File: src/rtl/gold_miner_pkg.sv
// -----------------------------------------------------------------------------
// gold_miner_pkg
// Shared constants for the gold-miner drawing path: visible frame size,
// colour format and transparent key, sprite type codes, digit sprite
// dimensions and the draw engine state encoding.
// -----------------------------------------------------------------------------
package gold_miner_pkg;

   localparam int SCREEN_W = 320;
   localparam int SCREEN_H = 240;
   localparam int COLOUR_W = 9;

   // 3 bits per channel; magenta-ish key is never plotted
   localparam logic [COLOUR_W-1:0] TRANSPARENT = 9'b111_000_111;

   // Sprite type codes
   localparam logic [4:0] DIGIT_0 = 5'd0;
   localparam logic [4:0] DIGIT_1 = 5'd1;
   localparam logic [4:0] DIGIT_2 = 5'd2;
   localparam logic [4:0] DIGIT_3 = 5'd3;
   localparam logic [4:0] DIGIT_4 = 5'd4;
   localparam logic [4:0] DIGIT_5 = 5'd5;
   localparam logic [4:0] DIGIT_6 = 5'd6;
   localparam logic [4:0] DIGIT_7 = 5'd7;
   localparam logic [4:0] DIGIT_8 = 5'd8;
   localparam logic [4:0] DIGIT_9 = 5'd9;
   localparam logic [4:0] GOLD_M  = 5'd10;
   localparam logic [4:0] GOLD_L  = 5'd11;
   localparam logic [4:0] ROCK_L  = 5'd13;
   localparam logic [4:0] ROCK_M  = 5'd14;

   // Digits ignore object_length/object_height and use a fixed cell
   localparam logic [4:0] DIGIT_W = 5'd6;
   localparam logic [4:0] DIGIT_H = 5'd9;

   typedef enum logic [1:0] {
      ST_IDLE  = 2'd0,
      ST_RUN   = 2'd1,
      ST_FLUSH = 2'd2,
      ST_DONE  = 2'd3
   } engine_state_t;

endpackage

File: src/rtl/sprite_scan_counter.sv
// -----------------------------------------------------------------------------
// sprite_scan_counter
// Raster scan of a sprite rectangle: column, row and linear ROM address.
//   clk, resetn          clock, synchronous active-low reset
//   load                 clear counters and capture load_width/load_height
//   load_width/height    rectangle size (1..31 when scanning)
//   inc                  advance one pixel (col first, then row)
//   col, row             current pixel position inside the sprite
//   addr                 row*width+col, kept as a running count
//   last                 current pixel is the bottom-right one
// -----------------------------------------------------------------------------
module sprite_scan_counter (
   input  logic       clk,
   input  logic       resetn,
   input  logic       load,
   input  logic [4:0] load_width,
   input  logic [4:0] load_height,
   input  logic       inc,
   output logic [4:0] col,
   output logic [4:0] row,
   output logic [9:0] addr,
   output logic       last
);

   logic [4:0] width_q;
   logic [4:0] height_q;
   logic       col_end;

   assign col_end = (col == (width_q - 5'd1));
   assign last    = col_end && (row == (height_q - 5'd1));

   always_ff @(posedge clk) begin
      if (!resetn) begin
         width_q  <= 5'd0;
         height_q <= 5'd0;
         col      <= 5'd0;
         row      <= 5'd0;
         addr     <= 10'd0;
      end else if (load) begin
         width_q  <= load_width;
         height_q <= load_height;
         col      <= 5'd0;
         row      <= 5'd0;
         addr     <= 10'd0;
      end else if (inc) begin
         // addr is a running count, so no multiplier is needed
         addr <= addr + 10'd1;
         if (col_end) begin
            col <= 5'd0;
            row <= row + 5'd1;
         end else begin
            col <= col + 5'd1;
         end
      end
   end

endmodule

File: src/rtl/draw_object_engine.sv
// -----------------------------------------------------------------------------
// draw_object_engine
// Draws one sprite per command: scans the sprite rectangle, reads the
// external sprite ROM and emits VGA plot writes through a 2-stage pipeline,
// dropping transparent pixels and pixels outside the visible frame.
//   clk, resetn                     clock, synchronous active-low reset
//   start_draw_object               level request from the initiator
//   x_position, y_position          top-left corner of the sprite
//   object_type                     sprite select (0-9 digits, 10/11/13/14)
//   object_length, object_height    size for non-digit types
//   rom_type, rom_addr, rom_data    sprite ROM port (data one cycle late)
//   vga_x, vga_y, vga_colour        registered plot write
//   vga_plot                        plot strobe
//   draw_object_done                completion, held until start drops
//
// Handshake: the initiator raises start_draw_object and holds it with stable
// command fields until draw_object_done is seen. Fields are captured in the
// IDLE cycle where start is high. done stays high while in DONE and the engine
// returns to IDLE on the first cycle start is sampled low there; start
// dropping earlier does not cut the draw short.
// -----------------------------------------------------------------------------
module draw_object_engine
   import gold_miner_pkg::*;
(
   input  logic                clk,
   input  logic                resetn,
   input  logic                start_draw_object,
   input  logic [8:0]          x_position,
   input  logic [7:0]          y_position,
   input  logic [4:0]          object_type,
   input  logic [4:0]          object_length,
   input  logic [4:0]          object_height,
   output logic [4:0]          rom_type,
   output logic [9:0]          rom_addr,
   input  logic [COLOUR_W-1:0] rom_data,
   output logic [8:0]          vga_x,
   output logic [7:0]          vga_y,
   output logic [COLOUR_W-1:0] vga_colour,
   output logic                vga_plot,
   output logic                draw_object_done
);

   localparam logic [9:0] X_LIMIT = 10'(SCREEN_W);
   localparam logic [8:0] Y_LIMIT = 9'(SCREEN_H);

   engine_state_t state_q, state_d;

   logic [8:0] x_q;
   logic [7:0] y_q;
   logic       flush_q;

   logic [4:0] ld_width;
   logic [4:0] ld_height;
   logic       load;
   logic       scan_inc;
   logic [4:0] col;
   logic [4:0] row;
   logic [9:0] addr;
   logic       last;

   // Stage 1: screen coordinates one bit wider so off-frame pixels
   // cannot wrap back into view.
   logic       s1_valid;
   logic [9:0] s1_x;
   logic [8:0] s1_y;

   assign ld_width  = (object_type <= DIGIT_9) ? DIGIT_W : object_length;
   assign ld_height = (object_type <= DIGIT_9) ? DIGIT_H : object_height;
   assign rom_addr  = addr;

   sprite_scan_counter u_scan (
      .clk         (clk),
      .resetn      (resetn),
      .load        (load),
      .load_width  (ld_width),
      .load_height (ld_height),
      .inc         (scan_inc),
      .col         (col),
      .row         (row),
      .addr        (addr),
      .last        (last)
   );

   always_ff @(posedge clk) begin
      if (!resetn) begin
         state_q <= ST_IDLE;
      end else begin
         state_q <= state_d;
      end
   end

   always_comb begin
      state_d          = state_q;
      load             = 1'b0;
      scan_inc         = 1'b0;
      draw_object_done = 1'b0;
      case (state_q)
         ST_IDLE: begin
            if (start_draw_object) begin
               load = 1'b1;
               if (ld_width == 5'd0 || ld_height == 5'd0) begin
                  state_d = ST_DONE;
               end else begin
                  state_d = ST_RUN;
               end
            end
         end
         ST_RUN: begin
            scan_inc = 1'b1;
            if (last) begin
               state_d = ST_FLUSH;
            end
         end
         ST_FLUSH: begin
            // second FLUSH cycle: last pixel is in stage 2 output now
            if (flush_q) begin
               state_d = ST_DONE;
            end
         end
         ST_DONE: begin
            draw_object_done = 1'b1;
            if (!start_draw_object) begin
               state_d = ST_IDLE;
            end
         end
         default: begin
            state_d = ST_IDLE;
         end
      endcase
   end

   // Command latch and flush cycle marker
   always_ff @(posedge clk) begin
      if (!resetn) begin
         x_q      <= 9'd0;
         y_q      <= 8'd0;
         rom_type <= 5'd0;
         flush_q  <= 1'b0;
      end else begin
         if (load) begin
            x_q      <= x_position;
            y_q      <= y_position;
            rom_type <= object_type;
         end
         flush_q <= (state_q == ST_FLUSH);
      end
   end

   // Stage 1 aligns coordinates with rom_data, which arrives a cycle after
   // the address; stage 2 qualifies and registers the write.
   always_ff @(posedge clk) begin
      if (!resetn) begin
         s1_valid   <= 1'b0;
         s1_x       <= 10'd0;
         s1_y       <= 9'd0;
         vga_x      <= 9'd0;
         vga_y      <= 8'd0;
         vga_colour <= '0;
         vga_plot   <= 1'b0;
      end else begin
         s1_valid   <= (state_q == ST_RUN);
         s1_x       <= {1'b0, x_q} + {5'd0, col};
         s1_y       <= {1'b0, y_q} + {4'd0, row};
         vga_x      <= s1_x[8:0];
         vga_y      <= s1_y[7:0];
         vga_colour <= rom_data;
         vga_plot   <= s1_valid && (rom_data != TRANSPARENT) &&
                       (s1_x < X_LIMIT) && (s1_y < Y_LIMIT);
      end
   end

endmodule
File: config.mk
export PLATFORM = sky130hd
export DESIGN_NAME = draw_object_engine
export DESIGN_NICKNAME = d
export VERILOG_FILES = /design/src/rtl/gold_miner_pkg.sv /design/src/rtl/sprite_scan_counter.sv /design/src/rtl/draw_object_engine.sv
export SDC_FILE = /design/constraint.sdc
export NUM_CORES = 1
export LEC_CHECK = 0
export ABC_AREA = 1
export CORE_UTILIZATION = 46
export CTS_CLUSTER_SIZE = 16
export DETAILED_ROUTE_END_ITERATION = 10
export PLACE_DENSITY = 0.75
export SETUP_SLACK_MARGIN = 0.02
export SYNTH_ARGS = -nofsm -noshare
export SYNTH_HDL_FRONTEND = slang
export SYNTH_SLANG_ARGS = --single-unit
File: constraint.sdc
create_clock -name clk -period 1.87 [get_ports clk]
set_clock_uncertainty 0.05 [all_clocks]
set_input_delay 0.374 -clock clk [delete_from_list [all_inputs] [get_ports clk]]
set_output_delay 0.374 -clock clk [all_outputs]
set_load 0.02 [all_outputs]
==> results of run 1 <==
[sequential cells by signal, indices dropped and copies added, names as in the netlist, 5 cells and up]
register,cells
s1_x,10
s1_y,9
u_scan.width_q,5
x_q,9
y_q,8
u_scan.row,5
u_scan.col,5
vga_y,8
u_scan.height_q,5
vga_x,9
vga_colour,9
rom_type,5
u_scan.addr,10
[metrics by stage]
stage / hold slack [ps] / utilization
floorplan: 340 / -
global placement: 344 / 0.584
detailed placement: 351 / 0.584
CTS: 352 / 0.606
global route: 371 / 0.624
finish: 350 / 0.624
[final cells by class]
type	count	area share
multi-input combinational	350	0.335
sequential	102	0.357
tap	111	0.0242
timing repair buffer	107	0.184
clock inverter	7	0.0129
clock buffer	9	0.0216
inverter	100	0.0658
[timing repair]
action | 4_1_cts | 5_1_grt
pin swaps | 1 | 13
buffers inserted | 0 | 10
hold buffers | 0 | 0
setup endpoints to repair | 6 | 27
resized for setup | 6 | 34
[worst min path at each step]
stage               slack, ps  cells past startpoint       end
CTS                       350                      3   s1_y[1]
finish                    350                      3   s1_y[1]
global placement          340                      2  vga_x[1]
detailed placement        350                      2  vga_y[0]
floorplan                 340                      2  vga_x[0]
global route              370                      3   s1_y[1]
[power by group through the flow]
stage	logic [mW]	registers, mW	clock network (mW)
finish	1.88	2.69	1.37
global route	2.11	2.72	1.50
CTS	1.80	2.68	1.40
detailed placement	1.79	2.73	0
global placement	1.73	2.71	0
floorplan	1.09	2.78	0
[metal layers]
metal,up-vias,track usage,part of all wire
li1,1992,-,-
met1,1775,0.247,0.44
met2,100,0.360,0.49
met3,14,0.0454,0.051
met4,0,0.0804,0.017
met5,-,0,0
[cells by family (layout without fill, tap and decap cells)]
kind of cell	after synthesis	count (layout)	synth area share
and+or+nand+nor	225	225	0.225
buffers and inverters	115	223	0.101
DFF	102	102	0.472
AOI/OAI and AO/OA	94	94	0.119
adders and majority gates	21	21	0.0642
xor gates and xnor gates	10	10	0.0202
[cell usage in the layout (no fill, tap or decap), types with 2 or more instances in the layout]
cell	Yosys	final
dfxtp_1	102	94
nand2_2	5	5
nor2_4	2	2
inv_6	0	2
nand2_1	111	111
nand3_1	28	28
xnor2_1	6	5
clkdlybuf4s50_1	0	76
ha_1	19	16
dfxtp_2	0	8
nor2_2	0	4
inv_8	0	2
o21ai_0	41	40
buf_4	0	18
dlygate4sd2_1	0	3
a21oi_1	37	35
nor3_1	12	11
o221ai_1	4	4
inv_2	3	5
clkinv_4	0	2
dlymetal6s2s_1	0	6
inv_1	97	94
buf_12	0	2
nor2_1	57	53
a21oi_2	0	2
xor2_1	4	4
ha_4	0	2
fa_2	0	2
clkbuf_8	0	9
nand4_1	4	4
o22ai_1	6	6
==> results.sh, run 1 <==
export IMPL_hpwl_mm=7.09
export IMPL_synth_edf_count=0
export IMPL_cts_buffers=9
export IMPL_yosys_area_top_type_share=0.472
export IMPL_cpMaxStageDelayCell="clkdlybuf4s50_1"
export IMPL_ys_seq_elements=102
export IMPL_drv_slew=0
export IMPL_layout_drive_gt1_share=0.116
export IMPL_routed_via_density=4.94
export IMPL_r2r_cells=9
export IMPL_clkSlewWorstSetupHoldPaths_ps=110
export IMPL_syn_to_final_growth_pct=32.6
export IMPL_power_density_nw_per_um2=1030
export IMPL_design_die_area_sq_um=9800
export IMPL_worst_ep_required_time_ps=1450
export IMPL_wl_per_cell_microns=12.5
export IMPL_grtUsageTotal=0.206
export IMPL_p_seq_frac=0.453
export IMPL_p_int_mw=3.83
export IMPL_grt_first_pass_wirelength_mm=16.1
export IMPL_stdcell_count=786
export IMPL_path_depth=1
export IMPL_cts_sinks=102
export IMPL_hold_path_startpoint="resetn"
export IMPL_synthArstFlopShare=0
export IMPL_seq_area_frac_synth=0.472
export IMPL_gr_total_overflow=0
export IMPL_ant_nets=0
export IMPL_drt_iter0_drc=142
export IMPL_finalHoldViolations=0
export IMPL_syn_area_per_cell_sq_um=7.64
export IMPL_dp_cells=760
export IMPL_status="complete, no violations"
export IMPL_synth_area_sq_um=4330
export IMPL_synth_ff_type="dfxtp_1"
export IMPL_p_sw_mw=2.11
export IMPL_dp_slack_ps=-52.1
export IMPL_num_vias=3881
export IMPL_htree_levels=3
export IMPL_seq_area_sq_um=2050
export IMPL_drc_errors=0
export IMPL_worst_path_max_fanout=3
export IMPL_globalplace_congestion=0.816
export IMPL_cts_tree="built"
export IMPL_die_h_microns=99.0
export IMPL_netSwitchingFraction=0.355
export IMPL_clkPwrFrac=0.231
export IMPL_antenna_found_initial=0
export IMPL_r2r_end="u_scan.row[2]"
export IMPL_p_leak_nw=2.78
export IMPL_synthTopCellsByCount="111 x nand2_1, 102 x dfxtp_1, 97 x inv_1"
export IMPL_comb_power_share=0.316
export IMPL_io_buffers=86
export IMPL_dieWidth_microns=99.0
export IMPL_netlist_instances=567
export IMPL_arrival_ps=1360
export IMPL_max_clock_freq_mhz=559
export IMPL_drv_cap=0
export IMPL_crit_start="u_scan.addr[4]"
export IMPL_path_class="register to output pin"
export IMPL_cp_buffers_inverters=1
export IMPL_design_area_sq_um=5740
export IMPL_synthTopCellsByArea="dfxtp_1 47%, nand2_1 9.6%, inv_1 8.4%"
export IMPL_start_util=0.471
export IMPL_setup_ws_ps=81.4
export IMPL_synth_warnings=0
export IMPL_reg2reg_setup_slack_ps=110
export IMPL_core_area_sq_um=9200
export IMPL_power_mw=5.94
export IMPL_maxSlewHeadroom=0.745
export IMPL_cts_max_path_buffers=2
export IMPL_multi_input_area_sq_um=1920
export IMPL_yosysTopAreaCell="dfxtp_1"
export IMPL_crit_path_end="rom_addr[4]"
export IMPL_setup_tns_ps=0
export IMPL_grt_start_max_net_pins=73
export IMPL_max_stage_delay_ps=620
export IMPL_placed_area_sq_um=5370
export IMPL_syn_nets=632
export IMPL_wl_mm=9.81
export IMPL_cp_end_kind="output pin"
export IMPL_crit_family="buffers and inverters"
export IMPL_synth_cell_types=33
export IMPL_r2r_start="u_scan.width_q[1]"
export IMPL_io_pins=87
export IMPL_worstSkewPairLatency_ps=380
export IMPL_fp_row_count=35
export IMPL_fin_crit_sh=0.956
export IMPL_grt_pass1_vias=3649
export IMPL_critPathLaunchType="register"
export IMPL_worst_pin_slew_ps=379
export IMPL_fin_crit_ps=1790
export IMPL_setup_viol=0
export IMPL_min_path_type="input pin to register"
export IMPL_peakVddDrop_mv=0.668
export IMPL_n_fill_cell=807
export IMPL_nets=735
export IMPL_root_buffer="clkbuf_8"
export IMPL_crit_chain="clkdlybuf4s50_1"
export IMPL_firstDrtPassIters=7
export IMPL_yosysMostFrequentCell="nand2_1"
export IMPL_diodes=0
Power figures use the tool's default switching activity.
==> run 2, diff against run 1 <==
--- a/config.mk
+++ b/config.mk
@@ -14,3 +14,4 @@
 export SYNTH_ARGS = -nofsm -noshare
 export SYNTH_HDL_FRONTEND = slang
 export SYNTH_SLANG_ARGS = --single-unit
+export TNS_END_PERCENT = 10
==> run 2 against run 1 <==
Effect of this change:
- combinational power decreased by 4%
- via count shrank 0.75%
- setup slack lost 20 ps
- largest power group unchanged
- critical path depth grew 9
- clock power barely moved
- flip-flop and latch count is the same
- sequential share of layout area grew 0.41 points
- sequential power about the same
- cell count shrank 0.51%
- power is 1.2% lower
==> results.sh, run 2 (synthesized netlist as in run 1, its figures left out) <==
export IMPL_r2r_start="x_q[0]"
export IMPL_hpwl_mm=7.09
export IMPL_power_mw=5.87
export IMPL_grt_first_pass_wirelength_mm=16.1
export IMPL_peakVddDrop_mv=0.641
export IMPL_diodes=0
export IMPL_comb_power_share=0.307
export IMPL_io_pins=87
export IMPL_p_leak_nw=2.76
export IMPL_drv_cap=0
export IMPL_cp_end_kind="register"
export IMPL_fin_crit_ps=1810
export IMPL_num_vias=3852
export IMPL_grt_pass1_vias=3649
export IMPL_clkSlewWorstSetupHoldPaths_ps=110
export IMPL_final_cell_mix="111 x nand2_1, 96 x dfxtp_1, 95 x inv_1"
export IMPL_cts_max_path_buffers=2
export IMPL_wl_per_cell_microns=12.4
export IMPL_p_int_mw=3.78
export IMPL_drt_iter0_drc=152
export IMPL_status="complete, no violations"
export IMPL_clkPwrFrac=0.235
export IMPL_worst_pin_slew_ps=384
export IMPL_core_area_sq_um=9200
export IMPL_grt_start_max_net_pins=73
export IMPL_layout_drive_gt1_share=0.0969
export IMPL_finalHoldViolations=0
export IMPL_crit_start="x_q[0]"
export IMPL_cts_sinks=102
export IMPL_power_density_nw_per_um2=1030
export IMPL_crit_path_end="s1_x[8]"
export IMPL_reg_largest_list="s1_x (10), u_scan.addr (10)"
export IMPL_cts_buffers=9
export IMPL_post_route_util=0.616
export IMPL_design_die_area_sq_um=9800
export IMPL_netSwitchingFraction=0.356
export IMPL_p_sw_mw=2.09
export IMPL_dieWidth_microns=99.0
export IMPL_path_class="register to register"
export IMPL_wl_mm=9.72
export IMPL_routed_via_density=4.93
export IMPL_critPathLaunchType="register"
export IMPL_r2r_cells=10
export IMPL_firstDrtPassIters=6
export IMPL_gr_total_overflow=0
export IMPL_final_common_cell="nand2_1"
export IMPL_max_clock_freq_mhz=553
export IMPL_reg2reg_setup_slack_ps=60
export IMPL_start_util=0.471
export IMPL_io_buffers=86
export IMPL_worst_ep_required_time_ps=2140
export IMPL_drv_slew=0
export IMPL_min_path_type="input pin to register"
export IMPL_htree_levels=3
export IMPL_cts_hold_buffers=0
export IMPL_fin_crit_sh=0.967
export IMPL_die_h_microns=99.0
export IMPL_p_seq_frac=0.457
export IMPL_drc_errors=0
export IMPL_ant_nets=0
export IMPL_cts_tree="built"
export IMPL_fp_row_count=35
export IMPL_nets=731
export IMPL_antenna_found_initial=0
export IMPL_syn_to_final_growth_pct=31.0
export IMPL_globalplace_congestion=0.816
export IMPL_hold_path_cell_count=3
export IMPL_worst_path_max_fanout=3
export IMPL_grtUsageTotal=0.206
export IMPL_maxSlewHeadroom=0.742
export IMPL_root_buffer="clkbuf_8"
export IMPL_worstSkewPairLatency_ps=380
export IMPL_r2r_end="s1_x[8]"
export IMPL_rsz0062_at_grt="yes"
export IMPL_setup_viol=0
export IMPL_arrival_ps=2080
[run 2: changes by cell type in the layout (fill, tap and decap cells not counted), moves of 2 or more]
| cell | previous run | this run |
|---|---|---|
| ha_1 | 16 | 18 |
| dfxtp_1 | 94 | 96 |
| nor2_1 | 53 | 55 |
| nor2_2 | 4 | 2 |
| dfxtp_2 | 8 | 6 |
| buf_4 | 18 | 15 |
[run 2: power by group through the flow]
stage,clock network (mW),logic (mW),registers [mW]
final,1.38,1.80,2.68
after global routing,1.50,2.04,2.72
after CTS,1.40,1.80,2.68
after detailed placement,0,1.79,2.73
after global placement,0,1.73,2.71
after floorplan,0,1.09,2.78
[run 2: metrics by stage]
stage               setup TNS [ps]  instance area (sq um)  instances  hold WS [ps]  setup WS (ps)
finish                           0                   5670        782           356           61.2
CTS                              0                   5570        776           352           12.5
detailed placement           -85.9                   5370        760           351          -52.1
floorplan                        0                   4330        567           340           92.3
global route                  -315                   5670        782           366          -65.4
global placement                 0                   5370        760           344           56.5
[run 2: layer usage]
layer | up-vias | global-route usage | wire length, microns
li1 | 1986 | - | -
met2 | 92 | 0.360 | 4650
met5 | - | 0 | 0
met1 | 1759 | 0.247 | 4410
met3 | 15 | 0.0454 | 463
met4 | 0 | 0.0804 | 188
[run 2: worst min path at each step]
stage	startpoint	endpoint	slack [ps]
floorplan	s1_x[0]	vga_x[0]	340
finish	resetn	s1_y[1]	360
CTS	resetn	s1_y[1]	350
detailed placement	s1_y[0]	vga_y[0]	350
global placement	s1_x[1]	vga_x[1]	340
global route	resetn	s1_y[1]	370
[run 2: area by class of cell]
cell class                      instances  area [sq um]
Clock buffer                            9           124
Clock inverter                          7          73.8
Fill cell                             826          3530
Inverter                              100           375
Multi-Input combinational cell        350          1890
Sequential cell                       102          2050
Tap cell                              111           139
Timing Repair Buffer                  103          1020
[run 2: worst max-delay path, cell delays in order (launching register included)]
cell and delay, ps:
dfxtp_1 340, ha_1 240, fa_2 350, nand3_1 80, nand3_1 80, nand2_1 80
inv_1 70, nor2_2 120, nor3_1 80, a21oi_1 130, o21a_1 140
[run 2: what timing repair did]
item / 4_1_cts / 5_1_grt
setup endpoints to repair: 6 / 27
pin swaps: 0 / 9
resized for setup: 5 / 24
setup buffers: 0 / 6
endpoints found under the hold margin: 0 / 0
